<file path="config.mk">
export PLATFORM = sky130hd
export DESIGN_NAME = ahb_slave_mux
export DESIGN_NICKNAME = d
export VERILOG_FILES = /design/src/rtl/ahb_pkg.sv /design/src/rtl/ahb_default_slave.sv /design/src/rtl/ahb_slave_mux.sv
export SDC_FILE = /design/constraint.sdc
export NUM_CORES = 1
export LEC_CHECK = 0
export CAP_MARGIN = 20
export CORE_ASPECT_RATIO = 0.6
export CORE_MARGIN = 2
export CORE_UTILIZATION = 25
export DETAILED_ROUTE_END_ITERATION = 8
export GPL_ROUTABILITY_DRIVEN = 0
export PLACE_DENSITY = 0.87
export SLEW_MARGIN = 20
export SYNTH_ARGS = -nofsm -noshare
export SYNTH_HDL_FRONTEND = slang
export SYNTH_SLANG_ARGS = --single-unit
export TNS_END_PERCENT = 30
</file>
<file path="constraint.sdc">
create_clock -name HCLK -period 4.4 [get_ports HCLK]
set_clock_uncertainty 0.05 [all_clocks]
set_input_delay 1.32 -clock HCLK [delete_from_list [all_inputs] [get_ports HCLK]]
set_output_delay 1.32 -clock HCLK [all_outputs]
set_load 0.03 [all_outputs]
</file>
<file path="src/rtl/ahb_pkg.sv">
// Shared AHB-Lite encodings and the default-slave state type for the slave mux.
package ahb_pkg;

  localparam logic [1:0] HTRANS_IDLE   = 2'b00;
  localparam logic [1:0] HTRANS_BUSY   = 2'b01;
  localparam logic [1:0] HTRANS_NONSEQ = 2'b10;
  localparam logic [1:0] HTRANS_SEQ    = 2'b11;

  localparam logic HRESP_OKAY  = 1'b0;
  localparam logic HRESP_ERROR = 1'b1;

  typedef enum logic [1:0] {
    DS_OKAY = 2'd0,
    DS_ERR1 = 2'd1,
    DS_ERR2 = 2'd2
  } ds_state_t;

endpackage

</file>
<file path="src/rtl/ahb_default_slave.sv">
// Default slave: two-cycle ERROR for unmapped active transfers.
// With AHB_MUX_TIMEOUT_EN it also aborts a stalled real slave after TIMEOUT_CYC wait cycles.
module ahb_default_slave
  import ahb_pkg::*;
#(
  parameter int TIMEOUT_CYC = 256
) (
  input  logic clk,
  input  logic rst,
  input  logic hready,
  input  logic unmapped_req,
`ifdef AHB_MUX_TIMEOUT_EN
  input  logic slave_stall,
  output logic timeout,
`endif
  output logic err_ready,
  output logic err_resp,
  output logic err_busy
);

  ds_state_t state;
  logic      tmo_hit;

`ifdef AHB_MUX_TIMEOUT_EN
  logic [15:0] wait_cnt;

  // The hit fires on the last permitted wait cycle so the ERROR starts right after it.
  assign tmo_hit = (state == DS_OKAY) && slave_stall &&
                   (wait_cnt == 16'(TIMEOUT_CYC - 1));

  always_ff @(posedge clk or posedge rst) begin
    if (rst) begin
      wait_cnt <= '0;
      timeout  <= 1'b0;
    end else begin
      if (hready)
        wait_cnt <= '0;
      else if (slave_stall && state == DS_OKAY)
        wait_cnt <= wait_cnt + 16'd1;
      if (tmo_hit)
        timeout <= 1'b1;
    end
  end
`else
  logic [15:0] unused_tmo;
  assign tmo_hit    = 1'b0;
  assign unused_tmo = 16'(TIMEOUT_CYC);
`endif

  always_ff @(posedge clk or posedge rst) begin
    if (rst) begin
      state     <= DS_OKAY;
      err_ready <= 1'b1;
      err_resp  <= HRESP_OKAY;
      err_busy  <= 1'b0;
    end else begin
      case (state)
        DS_OKAY: begin
          if ((hready && unmapped_req) || tmo_hit) begin
            state     <= DS_ERR1;
            err_ready <= 1'b0;
            err_resp  <= HRESP_ERROR;
            err_busy  <= 1'b1;
          end
        end
        DS_ERR1: begin
          state     <= DS_ERR2;
          err_ready <= 1'b1;
          err_resp  <= HRESP_ERROR;
          err_busy  <= 1'b1;
        end
        DS_ERR2: begin
          if (unmapped_req) begin
            state     <= DS_ERR1;
            err_ready <= 1'b0;
            err_resp  <= HRESP_ERROR;
            err_busy  <= 1'b1;
          end else begin
            state     <= DS_OKAY;
            err_ready <= 1'b1;
            err_resp  <= HRESP_OKAY;
            err_busy  <= 1'b0;
          end
        end
        default: begin
          state     <= DS_OKAY;
          err_ready <= 1'b1;
          err_resp  <= HRESP_OKAY;
          err_busy  <= 1'b0;
        end
      endcase
    end
  end

endmodule

</file>
<file path="src/rtl/ahb_slave_mux.sv">
// AHB-Lite address decoder and data-phase response mux with a built-in default slave.
// Optional wait-state timeout enabled by defining AHB_MUX_TIMEOUT_EN.
module ahb_slave_mux
  import ahb_pkg::*;
#(
  parameter int NSLV        = 4,
  parameter int SEL_MSB     = 31,
  parameter int SEL_LSB     = 28,
  parameter int TIMEOUT_CYC = 256
) (
  input  logic                 HCLK,
  input  logic                 HRESET,
  input  logic [31:0]          HADDR,
  input  logic [1:0]           HTRANS,
  output logic [NSLV-1:0]      HSEL_S,
  input  logic [NSLV*32-1:0]   HRDATA_S,
  input  logic [NSLV-1:0]      HREADYOUT_S,
  input  logic [NSLV-1:0]      HRESP_S,
  output logic                 HREADY,
  output logic [31:0]          HRDATA,
  output logic                 HRESP
`ifdef AHB_MUX_TIMEOUT_EN
  ,
  output logic                 TIMEOUT
`endif
);

  localparam int RW = SEL_MSB - SEL_LSB + 1;

  logic [RW-1:0] region;
  logic          mapped;
  logic          active;
  logic          unmapped_req;
  logic [NSLV:0] dp_sel;
  logic [31:0]   slave_data;
  logic          slave_ready;
  logic          slave_resp;
  logic          err_ready;
  logic          err_resp;
  logic          err_busy;
  logic          unused_bits;

  assign region       = HADDR[SEL_MSB:SEL_LSB];
  assign mapped       = int'(region) < NSLV;
  assign active       = (HTRANS == HTRANS_NONSEQ) || (HTRANS == HTRANS_SEQ);
  assign unmapped_req = ~mapped & active;
  assign unused_bits  = ^{HADDR, dp_sel[NSLV]};

  always_comb begin
    HSEL_S = '0;
    for (int i = 0; i < NSLV; i++)
      HSEL_S[i] = (int'(region) == i);
  end

  // The MSB marks the default slave; all-zero means nothing owns the data phase yet.
  always_ff @(posedge HCLK or posedge HRESET) begin
    if (HRESET)
      dp_sel <= '0;
    else if (HREADY)
      dp_sel <= {~mapped, HSEL_S};
  end

  always_comb begin
    slave_data  = '0;
    slave_ready = 1'b1;
    slave_resp  = HRESP_OKAY;
    for (int i = 0; i < NSLV; i++) begin
      if (dp_sel[i]) begin
        slave_data  = HRDATA_S[32*i +: 32];
        slave_ready = HREADYOUT_S[i];
        slave_resp  = HRESP_S[i];
      end
    end
  end

  // While the default slave runs an ERROR sequence it overrides whichever owner is registered.
  assign HREADY = err_busy ? err_ready : slave_ready;
  assign HRESP  = err_busy ? err_resp  : slave_resp;
  assign HRDATA = slave_data;

`ifdef AHB_MUX_TIMEOUT_EN
  logic slave_stall;
  assign slave_stall = (|dp_sel[NSLV-1:0]) & ~slave_ready;
`endif

  ahb_default_slave #(
    .TIMEOUT_CYC (TIMEOUT_CYC)
  ) u_default_slave (
    .clk          (HCLK),
    .rst          (HRESET),
    .hready       (HREADY),
    .unmapped_req (unmapped_req),
`ifdef AHB_MUX_TIMEOUT_EN
    .slave_stall  (slave_stall),
    .timeout      (TIMEOUT),
`endif
    .err_ready    (err_ready),
    .err_resp     (err_resp),
    .err_busy     (err_busy)
  );

endmodule

</file>
==> results.md <==
Floorplan:
- For this configuration, the core starts out at a cell density of between 20% and 30%.
- The vertical die dimension is about 62 um.
- The die covers approximately 6100 um2.
- The cell row count is 20.
- The core region is 5180 um2.
- The chip width is between 90 and 100 um.
- The number of top-level design ports is 210.

Clock network:
- The latest clock arrival within the worst-skew pair is 0.23 ns.
- Counting along the longest clock path gives a buffer depth of 2.
- The number of buffers inserted by post-CTS setup repair is 0.
- In this run the number of H-tree levels came out at 1.
- The clock slew seen by the registers of the worst setup and hold paths is 0.04 ns.
- TritonCTS built the clock tree.
- The total clock sinks is 8.
- Clock tree synthesis inserted a total of 3 buffers.
- The root cell of the clock tree is clkbuf_8.

Layout:
- The area of the multi-input gates is roughly 1100 um2.
- The combined flip-flop and latch cell area is just over 200 um2.
- The count of inserted antenna diode cells is 0.
- The number of nets in the layout is 531.
- The share of layout cells above drive strength 1 is slightly below 4%.
- Counting the fill cells in the layout gives approximately 440.
- Compared with the post-synthesis result, the final layout area differs by 137%.

Route:
- After detailed routing, the number of remaining DRC violations is 0.
- In the routed layout, each cell is associated on average with a via count of approximately 5.2.
- The number of design-rule violations left by the first detailed-router iteration is just under 90.
- In the final routed layout, each cell accounts on average for 15.2 um.
- The final wirelength is 6.44 mm.
- The routed layout has about 2200 vias.
- The first detailed-routing pass took 4 iterations.
- The number of antenna-violating nets in the routed design is 0.

Synthesis:
- In this run, synthesis inferred 0 flip-flops with an integrated enable.
- By count the netlist is led by nor2b_1 (35), nand2_1 (33), a221oi_1 (32), o31ai_1 (32), clkbuf_1 (23).
- In the synthesized netlist, mux cells make up 3.27% of the area.
- The post-synthesis share of cell area spent on and, or, nand and nor gates is between 30% and 40%.
- The most common cell in the netlist is nor2b_1.
- The share of synthesized area occupied by flip-flops and latches is between 10% and 20%.
- The post-synthesis xor/xnor area fraction is 0%.
- The total nets after synthesis is roughly 370.
- The register bit total from synthesis is 8.
- Among all flip-flop cells after synthesis, the most frequent one is dfrtp_1.
- After synthesis, the largest family of logic cells by area is compound AO/OA/AOI/OAI gates.
- Of the total synthesized cell area, the portion taken by full adders, half adders and majority gates is 0%.
- Summed over all instances, the cell type with the most area after synthesis is a221oi_1.
- Ranked by total cell area, the synthesized netlist is headed by a221oi_1 (20%), o31ai_1 (17%), nor2b_1 (16%).
- The cell area that synthesis handed to floorplanning was ~1400 um2.
- The synthesized netlist devotes between 40% and 50% of its cell area to compound gates.
- The proportion of register bits with asynchronous set or reset after synthesis is between 90% and 100%.
- The number of distinct library cell variants in the gate-level netlist after synthesis is 22.
- The total of warnings raised by yosys is 0.
- A synthesized cell averages approximately 7 um2.
- The synthesized netlist cell count is about 190.
- The area share of the largest cell type after synthesis is between 20% and 30%.

Power:
- Per report_power, the sequential group accounts for ~14% of the total.
- The overall power of the completed layout is approximately 1.2 mW.
- Summed over all nets, the switching power comes to around 0.55 mW.
- The combinational group share of total power is slightly below 80%.
- The clock power share is 7.9%.
- The switching part of the total is 47.3%.
- Across the VDD grid, the largest voltage drop is about 210 uV.
- The internal power of the cells totals 0.611 mW.
- For this design the ratio of total power to cell area is between 300 and 400 nW/um2.
- In this run the static leakage power is around 1.2 nW.

STA:
- For this run, the top clock speed supported by timing is about 230 MHz.
- The number of pins exceeding their max-slew limit in the final report is 0.
- Summed over all failing endpoints, the final setup total negative slack is 0 ns.
- The final worst-path cycle share is between 90% and 100%.
- For the pin with the worst max-slew slack, the measured transition is between 1 and 1.5 ns.
- The worst pin sits at a relative slew slack of 31.4%.
- The total setup violations reported at the end of the flow is 0.
- The number of hold violations in the final report is 0.
- The worst path in the final design needs a cycle of roughly 4.3 ns, including I/O delays and setup.
- Setup repair after global routing left no endpoint under its margin.

GRT:
- The wire length of the first global-routing pass is approximately 9.5 mm.
- Global routing used a little under a fifth of the available tracks across all layers.
- Entering global routing, the biggest net connects slightly above 70 pins.
- The number of antenna violations at the first check in global routing is 0.
- For this run the aggregate overflow at the end of global routing stands at 0.
- The via count of the first global-routing pass is about 2100.

Place:
- Input and output buffers added on the ports amount to 180.
- Once detailed placement completed, the half-perimeter wirelength came to around 5.0 mm.

Critical path:
- The endpoint arrival time on the critical path is roughly 3.0 ns.
- Data on the critical path is required at its endpoint by between 3 and 4 ns.
- The kind of capture point of the worst setup path is an output pin.
- The largest fanout of any net on the critical path is 1.
- STA classifies the critical path startpoint as a primary input.
- The worst setup path is of the primary input to output pin kind.

Run:
- The number of max-cap violations is 0.

Run status:
- The run finished with clean final reports.

Hold path:
- The type of the most critical hold path is flip-flop to flip-flop.
[cell usage in the layout, fill, tap and decap left out, drive strengths merged, types with 3 or more instances in the layout]
cell type,count
o31ai,32
nor2b,35
clkbuf,4
nand2,33
dlymetal6s2s,3
clkdlybuf4s50,175
buf,5
o21ai,3
nor2,4
a21oi,4
inv,3
nor4b,3
mux2,4
a221oi,32
dfrtp,7
[sequential cells by signal, summed over array words and instances, names as in the netlist]
signal / cells
u_default_slave.state: 2
u_default_slave.err_busy: 1
u_default_slave.err_ready: 1
dp_sel: 4
[metal layers]
layer | part of all wire, % | global-route usage, %
met3 | 9.9 | 6.13
met4 | 0.40 | 3.33
met1 | 39 | 19.9
met2 | 51 | 39.3
met5 | 0 | 0
[kinds of logic (layout without fill, tap and decap cells)]
logic type             count (synthesis)  after routing
buffers and inverters                 26            190
flip-flops                             8              8
AO/OA/AOI/OAI                         75             75
multiplexers                           4              4
AND/OR/NAND/NOR                       81             81
[path summary, 6_finish.rpt]
path / startpoint / endpoint / slack (ns) / cells after the start
max in group asynchronous: HRESET / u_default_slave.err_ready$_DFFE_PP1P_ / 2.72 / 2
worst min-delay path: u_default_slave.err_ready$_DFFE_PP1P_ / u_default_slave.err_ready$_DFFE_PP1P_ / 0.47 / 2
min in group asynchronous: HRESET / dp_sel[0]$_DFFE_PP0N_ / 1.29 / 2
worst max-delay path: HRDATA_S[29] / HRDATA[29] / 0.08 / 6
worst min register to register: u_default_slave.err_ready$_DFFE_PP1P_ / u_default_slave.err_ready$_DFFE_PP1P_ / 0.47 / 2
worst max register to register: dp_sel[2]$_DFFE_PP0N_ / dp_sel[1]$_DFFE_PP0N_ / 1.79 / 5
[critical path: stages]
cell and delay [ns]:
clkdlybuf4s50_1 0.45, nand3b_1 0.08, a21oi_1 0.15, a21oi_1 0.06, o21ai_0 0.19, clkdlybuf4s50_1 0.70
[cell type report]
class / count / area share, %
clock buffers: 4 / 1.38
repair buffers: 183 / 56.3
inverters: 3 / 0.345
well taps: 66 / 2.53
flip-flops and latches: 8 / 6.32
multi-input cells: 160 / 33.1
[what timing repair did]
item,4_1_cts,5_1_grt
endpoints found under the setup margin,0,3
hold buffers,0,0
resized for setup,0,3
[stage by stage]
| stage | setup WS, ns | cells | hold WS (ns) | cell area (um2) | util [%] |
|---|---|---|---|---|---|
| after CTS | 0.0164 | 424 | 0.472 | 3260 | 62.9 |
| after detailed placement | 0.0182 | 420 | 0.472 | 3210 | 62.0 |
| after global routing | 0.0153 | 424 | 0.492 | 3270 | 63.1 |
| after global placement | 0.0769 | 420 | 0.441 | 3210 | 62.0 |
| final | 0.0822 | 424 | 0.474 | 3270 | 63.1 |
| after floorplan | 0.583 | 194 | 0.413 | 1380 | - |
[power groups by stage]
stage,clock network [mW],logic [mW],registers [mW]
after floorplan,0,0.538,0.113
after global placement,0,0.892,0.165
after detailed placement,0,0.905,0.168
after CTS,0.0950,0.907,0.167
after global routing,0.100,0.955,0.175
final,0.0917,0.900,0.168
No activity file was read; power rests on OpenSTA's default activity.
